[src/rtl/rvc_fetch_pkg.sv]
// Shared types, constants and helpers for the RVC fetch aligner.
package rvc_fetch_pkg;

    localparam int          HW_W     = 16;
    localparam logic [31:0] NOP_INST = 32'h00000013;

    // A halfword starts a 32-bit instruction only when its two LSBs are 2'b11.
    function automatic logic is_rvc(input logic [HW_W-1:0] hw);
        return (hw & 16'h0003) != 16'h0003;
    endfunction

    function automatic int cnt_w(input int n);
        return $clog2(n + 1);
    endfunction

    function automatic logic [31:0] bswap32(input logic [31:0] w);
        return {w[7:0], w[15:8], w[23:16], w[31:24]};
    endfunction

endpackage

[src/rtl/hw_queue.sv]
// Halfword FIFO: pushes and pops 0, 1 or 2 halfwords per cycle, exposes the two oldest entries.
module hw_queue
    import rvc_fetch_pkg::*;
#(
    parameter int DEPTH = 8
) (
    input  logic                     clk,
    input  logic                     rst_n,
    input  logic                     clr_i,
    input  logic [1:0]               push_n_i,
    input  logic [HW_W-1:0]          push_d0_i,
    input  logic [HW_W-1:0]          push_d1_i,
    input  logic [1:0]               pop_n_i,
    output logic [cnt_w(DEPTH)-1:0]  count_o,
    output logic [HW_W-1:0]          h0_o,
    output logic [HW_W-1:0]          h1_o
);

    localparam int PW = $clog2(DEPTH);
    localparam int CW = cnt_w(DEPTH);

    logic [HW_W-1:0] mem_q [DEPTH];
    logic [PW-1:0]   rd_q, rd_d, wr_q, wr_d;
    logic [CW-1:0]   cnt_q, cnt_d;
    logic [PW-1:0]   wr1, rd1;

    assign wr1 = wr_q + PW'(1);
    assign rd1 = rd_q + PW'(1);

    always_comb begin
        wr_d  = wr_q + PW'(push_n_i);
        rd_d  = rd_q + PW'(pop_n_i);
        cnt_d = cnt_q + CW'(push_n_i) - CW'(pop_n_i);
        if (clr_i) begin
            wr_d  = '0;
            rd_d  = '0;
            cnt_d = '0;
        end
    end

    always_ff @(posedge clk) begin
        if (!rst_n) begin
            wr_q  <= '0;
            rd_q  <= '0;
            cnt_q <= '0;
        end else begin
            wr_q  <= wr_d;
            rd_q  <= rd_d;
            cnt_q <= cnt_d;
        end
    end

    // Storage needs no reset: entries are only observed below count.
    always_ff @(posedge clk) begin
        if (rst_n && !clr_i) begin
            if (push_n_i != 2'd0) mem_q[wr_q] <= push_d0_i;
            if (push_n_i == 2'd2) mem_q[wr1]  <= push_d1_i;
        end
    end

    assign count_o = cnt_q;
    assign h0_o    = mem_q[rd_q];
    assign h1_o    = mem_q[rd1];

endmodule

[src/rtl/rvc_fetch_aligner.sv]
// RVC fetch front-end: issues word fetches, drops stale responses after a redirect,
// and aligns mixed 16/32-bit instructions out of a halfword prefetch queue.
module rvc_fetch_aligner
    import rvc_fetch_pkg::*;
#(
    parameter int          DEPTH_HW    = 8,
    parameter int          MAX_OUT     = 2,
    parameter bit          BYTE_SWAP   = 1'b1,
    parameter bit          ZERO_AS_NOP = 1'b1,
    parameter logic [31:0] RESET_PC    = 32'h0
) (
    input  logic        clk,
    input  logic        rst_n,
    input  logic        redirect,
    input  logic [31:0] redirect_pc,
    output logic        req_valid,
    input  logic        req_ready,
    output logic [29:0] req_addr,
    input  logic        rsp_valid,
    input  logic [31:0] rsp_data,
    output logic        out_valid,
    input  logic        out_ready,
    output logic [31:0] out_inst,
    output logic        out_rvc,
    output logic [31:0] out_pc,
    output logic        busy
);

    localparam int CW = cnt_w(DEPTH_HW);
    localparam int OW = cnt_w(MAX_OUT);

    logic [29:0]     fetch_ptr_q, fetch_ptr_d;
    logic [31:0]     head_pc_q, head_pc_d;
    logic [OW-1:0]   outst_q, outst_d, drop_q, drop_d;
    logic            skip_q, skip_d;

    logic [CW-1:0]   count;
    logic [HW_W-1:0] h0, h1, d0, d1;
    logic [31:0]     word;
    logic [1:0]      push_n, pop_n;
    logic            issue, accept, rvc, inst_ok, pop;
    logic            unused_pc0;

    assign unused_pc0 = redirect_pc[0];

    // Reserve queue room for every word already in flight, so a response can always be pushed.
    assign req_valid = rst_n && !redirect && (int'(outst_q) < MAX_OUT)
                       && (int'(count) + 2 * int'(outst_q) + 2 <= DEPTH_HW);
    assign req_addr  = fetch_ptr_q;
    assign issue     = req_valid && req_ready;

    always_comb begin
        word = BYTE_SWAP ? bswap32(rsp_data) : rsp_data;
        if (ZERO_AS_NOP && word == 32'h0) word = NOP_INST;
    end

    assign accept = rsp_valid && !redirect && (drop_q == '0);
    assign push_n = accept ? (skip_q ? 2'd1 : 2'd2) : 2'd0;
    assign d0     = skip_q ? word[31:16] : word[15:0];
    assign d1     = word[31:16];

    hw_queue #(.DEPTH(DEPTH_HW)) u_queue (
        .clk       (clk),
        .rst_n     (rst_n),
        .clr_i     (redirect),
        .push_n_i  (push_n),
        .push_d0_i (d0),
        .push_d1_i (d1),
        .pop_n_i   (pop_n),
        .count_o   (count),
        .h0_o      (h0),
        .h1_o      (h1)
    );

    assign rvc       = is_rvc(h0);
    assign inst_ok   = rvc ? (int'(count) >= 1) : (int'(count) >= 2);
    assign out_valid = rst_n && !redirect && inst_ok;
    assign pop       = out_valid && out_ready;
    assign pop_n     = pop ? (rvc ? 2'd1 : 2'd2) : 2'd0;

    assign out_inst  = !rst_n ? 32'h0 : (rvc ? {16'h0, h0} : {h1, h0});
    assign out_rvc   = rst_n && rvc;
    assign out_pc    = rst_n ? head_pc_q : RESET_PC;
    assign busy      = rst_n && (outst_q != '0 || drop_q != '0);

    always_comb begin
        fetch_ptr_d = fetch_ptr_q;
        head_pc_d   = head_pc_q;
        drop_d      = drop_q;
        skip_d      = skip_q;
        outst_d     = outst_q + OW'(issue) - OW'(rsp_valid);
        if (redirect) begin
            // Everything still in flight (minus this cycle's word) belongs to the old stream.
            head_pc_d   = {redirect_pc[31:1], 1'b0};
            fetch_ptr_d = redirect_pc[31:2];
            skip_d      = redirect_pc[1];
            drop_d      = outst_q - OW'(rsp_valid);
        end else begin
            if (issue)                     fetch_ptr_d = fetch_ptr_q + 30'd1;
            if (pop)                       head_pc_d   = head_pc_q + (rvc ? 32'd2 : 32'd4);
            if (rsp_valid && drop_q != '0) drop_d      = drop_q - OW'(1);
            if (accept)                    skip_d      = 1'b0;
        end
    end

    always_ff @(posedge clk) begin
        if (!rst_n) begin
            fetch_ptr_q <= RESET_PC[31:2];
            head_pc_q   <= RESET_PC;
            outst_q     <= '0;
            drop_q      <= '0;
            skip_q      <= RESET_PC[1];
        end else begin
            fetch_ptr_q <= fetch_ptr_d;
            head_pc_q   <= head_pc_d;
            outst_q     <= outst_d;
            drop_q      <= drop_d;
            skip_q      <= skip_d;
        end
    end

endmodule
[config.mk]
export PLATFORM = sky130hd
export DESIGN_NAME = rvc_fetch_aligner
export DESIGN_NICKNAME = d
export VERILOG_FILES = /design/src/rtl/rvc_fetch_pkg.sv /design/src/rtl/hw_queue.sv /design/src/rtl/rvc_fetch_aligner.sv
export SDC_FILE = /design/constraint.sdc
export NUM_CORES = 1
export LEC_CHECK = 0
export ABC_AREA = 1
export ABC_CLOCK_PERIOD_IN_PS = 8500
export CAP_MARGIN = 10
export CORE_MARGIN = 3
export CORE_UTILIZATION = 34
export DETAILED_ROUTE_END_ITERATION = 16
export PLACE_DENSITY = 0.51
export SYNTH_ARGS = -nofsm -noshare
export SYNTH_HDL_FRONTEND = slang
export SYNTH_HIERARCHICAL = 1
export SYNTH_SLANG_ARGS = --single-unit
[constraint.sdc]
create_clock -name clk -period 8.5 [get_ports clk]
set_input_delay 1.7 -clock clk [delete_from_list [all_inputs] [get_ports clk]]
set_output_delay 1.7 -clock clk [all_outputs]
set_load 0.02 [all_outputs]
==> metrics <==
core area 43,600 sq um; drt first-iter violations 1,500; Synth cell types 40; final hold violations 0; Post-Route Setup TNS 0 ns; leading area contributor after synthesis edfxtp_1; clk buf depth 3; fraction of layout cells with a size suffix above 1 4.90%; Final Critical Period 6.17 ns; DIE AREA 47,400 sq um; CP max FO 35; Worst Hold Margin 0.531 ns; commonest non-fill, non-tap cell in the layout nand2_1; GR Util met1 29.5%; Gate Count Post-Synth 2,399; commonest non-fill, non-tap cells in the layout nand2_1 (971), inv_1 (319), nand3_1 (221); H-tree depth 1; final setup vio count 0; Synth top area share 25.2%; WL final 59,200 um; CP Launch Point u_queue/rd_q[1]; CP endpoint kind output pin; GRT Residual Overflow 0; register-to-register setup slack 3.42 ns; Yosys Warn Count 6; Wirelength per Cell 19.2 um; CTS resizes 0; Post-Syn Area per Cell 6.35 sq um; pins over their slew limit 0; Area contributors post-synth edfxtp_1 (25%), nand2_1 (24%), dfxtp_1 (10%); Clock Tree Root clkbuf_16; I/O Buffers 165; via count of the first global-routing pass 14,700; Clock Skew 0.0204 ns; detailed placer's ending HPWL 40,000 um; crit share post-route 72.6%; # rows 76; area of the multi-input gates 7870 sq um; clk_lat worst skew 0.57 ns; met2 usage 43.8%; TritonCTS Sinks 204; die height 218 um; io pins 168; register area 5370 sq um; Max IR drop VDD 0.128 mV; RR Endpoint u_queue/count_o[2]; antenna violations before repair 1; first-pass GRT wire length 88,400 um; unrepaired setup endpoints after global routing no; status complete, no violations; Final Worst Setup Slack 2.33 ns; CTS clk-pin slew, worst paths 0.06 ns; max frequency 0.162 GHz; kind of critical path flop to output pin; Layout Nets 2,562; Synth Net Count 2,493; Final GP Congestion 0.905; Worst-Margin Slew 1.25 ns; post-CTS setup buffer count 0; GRT Resource Usage Total 24.2%; Seq/Total Area, Yosys 35.2%; Filler cells 4,590; busiest layer in global routing met2; Yosys reg bits 204; Layout area overhead 17.9%; Inserted Diodes 0; worst min-delay path class flop to flop; Arr. time, crit path 4.47 ns; TritonCTS clock tree yes; startpoint types flop; synthesized area 15,200 sq um; Vias 15,700; post-route ant nets 0; Setup WS pre-CTS 2.90 ns; Num CTS Buffers 28; GRT met3 Usage 3.09%; cells on worst reg2reg path 18; Finished Layout Cells 3,075; max_slew headroom 15.9%; first drt pass iteration count 6; largest net degree at the start of global routing 90; DRC errors left 0; Hold-fix buffers, CTS 0; reg2reg start u_queue/rd_q[0]; Leakage 8.10 nW; Worst setup endpoint out_inst[17]; maxcap violations 0; Initial Util 34.9%; power per cell area 153 nW/um^2; required time worst endpoint 6.80 ns; vias per cell 5.09; placed insts 3,022; chip width 218 um
-- Yosys cell counts --
| cell | instances |
|---|---|
| conb_1 | 1 |
| buf_6 | 16 |
| o21ai_2 | 1 |
| xnor2_4 | 1 |
| clkbuf_1 | 63 |
| a21oi_1 | 44 |
| dfxtp_1 | 76 |
| buf_1 | 21 |
| or2_2 | 3 |
| o22ai_1 | 1 |
| clkbuf_2 | 10 |
| o21ai_1 | 38 |
| nor4_1 | 5 |
| fa_1 | 6 |
| o221ai_1 | 1 |
| a21oi_2 | 7 |
| buf_4 | 6 |
| o21ai_0 | 166 |
| nor2_4 | 11 |
| ha_1 | 18 |
| edfxtp_1 | 128 |
| nand3b_1 | 9 |
| nand4_1 | 21 |
| nand3_4 | 8 |
| nor2_1 | 112 |
| inv_2 | 9 |
| and2_1 | 2 |
| nand2_1 | 971 |
| nor2_2 | 7 |
| nor3_1 | 15 |
| xor2_1 | 14 |
| nor3_2 | 1 |
| a31oi_1 | 16 |
| xnor2_1 | 6 |
| nand2_4 | 1 |
| nand3_1 | 221 |
| buf_2 | 36 |
| o211ai_1 | 3 |
| nand2_2 | 4 |
| inv_1 | 320 |
-- layer usage --
| metal | share of wire (%) | wire, um |
|---|---|---|
| met5 | 0.029 | 17 |
| met4 | 3.7 | 2210 |
| met3 | 6.1 | 3590 |
| met2 | 50 | 29500 |
| met1 | 40 | 23900 |
-- cell families (layout without fill, tap and decap cells) --
kind of cell / Yosys count / in the layout / share of synthesized area [%]
XOR/XNOR: 21 / 21 / 1.33
flip-flops: 204 / 204 / 35.2
AND/OR/NAND/NOR: 1391 / 1391 / 38.5
adder cells (fa/ha/maj): 24 / 24 / 2.27
AO/OA/AOI/OAI: 277 / 277 / 9.51
other: 1 / 1 / 0.0246
buffers and inverters: 481 / 572 / 13.2
-- layout make-up --
type | instances | share of cell area (%)
flip-flops and latches | 204 | 29.9
clock inverters | 8 | 0.508
multi-input cells | 1714 | 43.8
clock buffers | 44 | 4.63
repair buffers | 191 | 10.2
inverters | 329 | 6.88
well taps | 585 | 4.07
-- stage by stage --
step	total power, mW	instance area [sq um]	utilization [%]
2_1_floorplan	1.39	15200	-
3_3_place_gp	1.57	17000	39.0
3_5_place_dp	1.57	17000	39.0
4_1_cts	2.77	18000	41.1
5_1_grt	2.86	18000	41.2
6_report	2.75	18000	41.2
-- power breakdown --
group          total [mW]  switching (mW)  internal [mW]
Combinational       0.423           0.266          0.156
Sequential           1.13          0.0424           1.09
Clock                1.19           0.466          0.727
-- registers in the layout (all words and copies together), names as in the netlist --
| signal | cells |
|---|---|
| u_queue/mem_q | 128 |
| head_pc_q | 31 |
| req_addr | 30 |
| u_queue/count_o | 4 |
| u_queue/rd_q | 3 |
| u_queue/wr_q | 3 |
| drop_q | 2 |
| outst_q | 2 |
| skip_q | 1 |
-- critical path, stage by stage (launching register included) --
cell	delay, ns
dfxtp_1	0.30
buf_4	0.47
ha_2	0.40
buf_4	0.29
inv_1	0.67
buf_4	0.40
nand3_1	0.11
nand2_1	0.08
nand2_1	0.05
nand2_1	0.13
nand2_1	0.12
nor2_1	0.15
clkdlybuf4s50_1	0.70
-- worst min path at each step --
stage	start	to	cells after the start
final	req_addr[2]	req_addr[2]	2
after global routing	req_addr[2]	req_addr[2]	2
after CTS	req_addr[2]	req_addr[2]	2
after detailed placement	req_addr[2]	req_addr[2]	2
after global placement	req_addr[2]	req_addr[2]	2
after floorplan	drop_q[0]	drop_q[0]	2
Note: power is estimated with default switching activity, not from simulation.
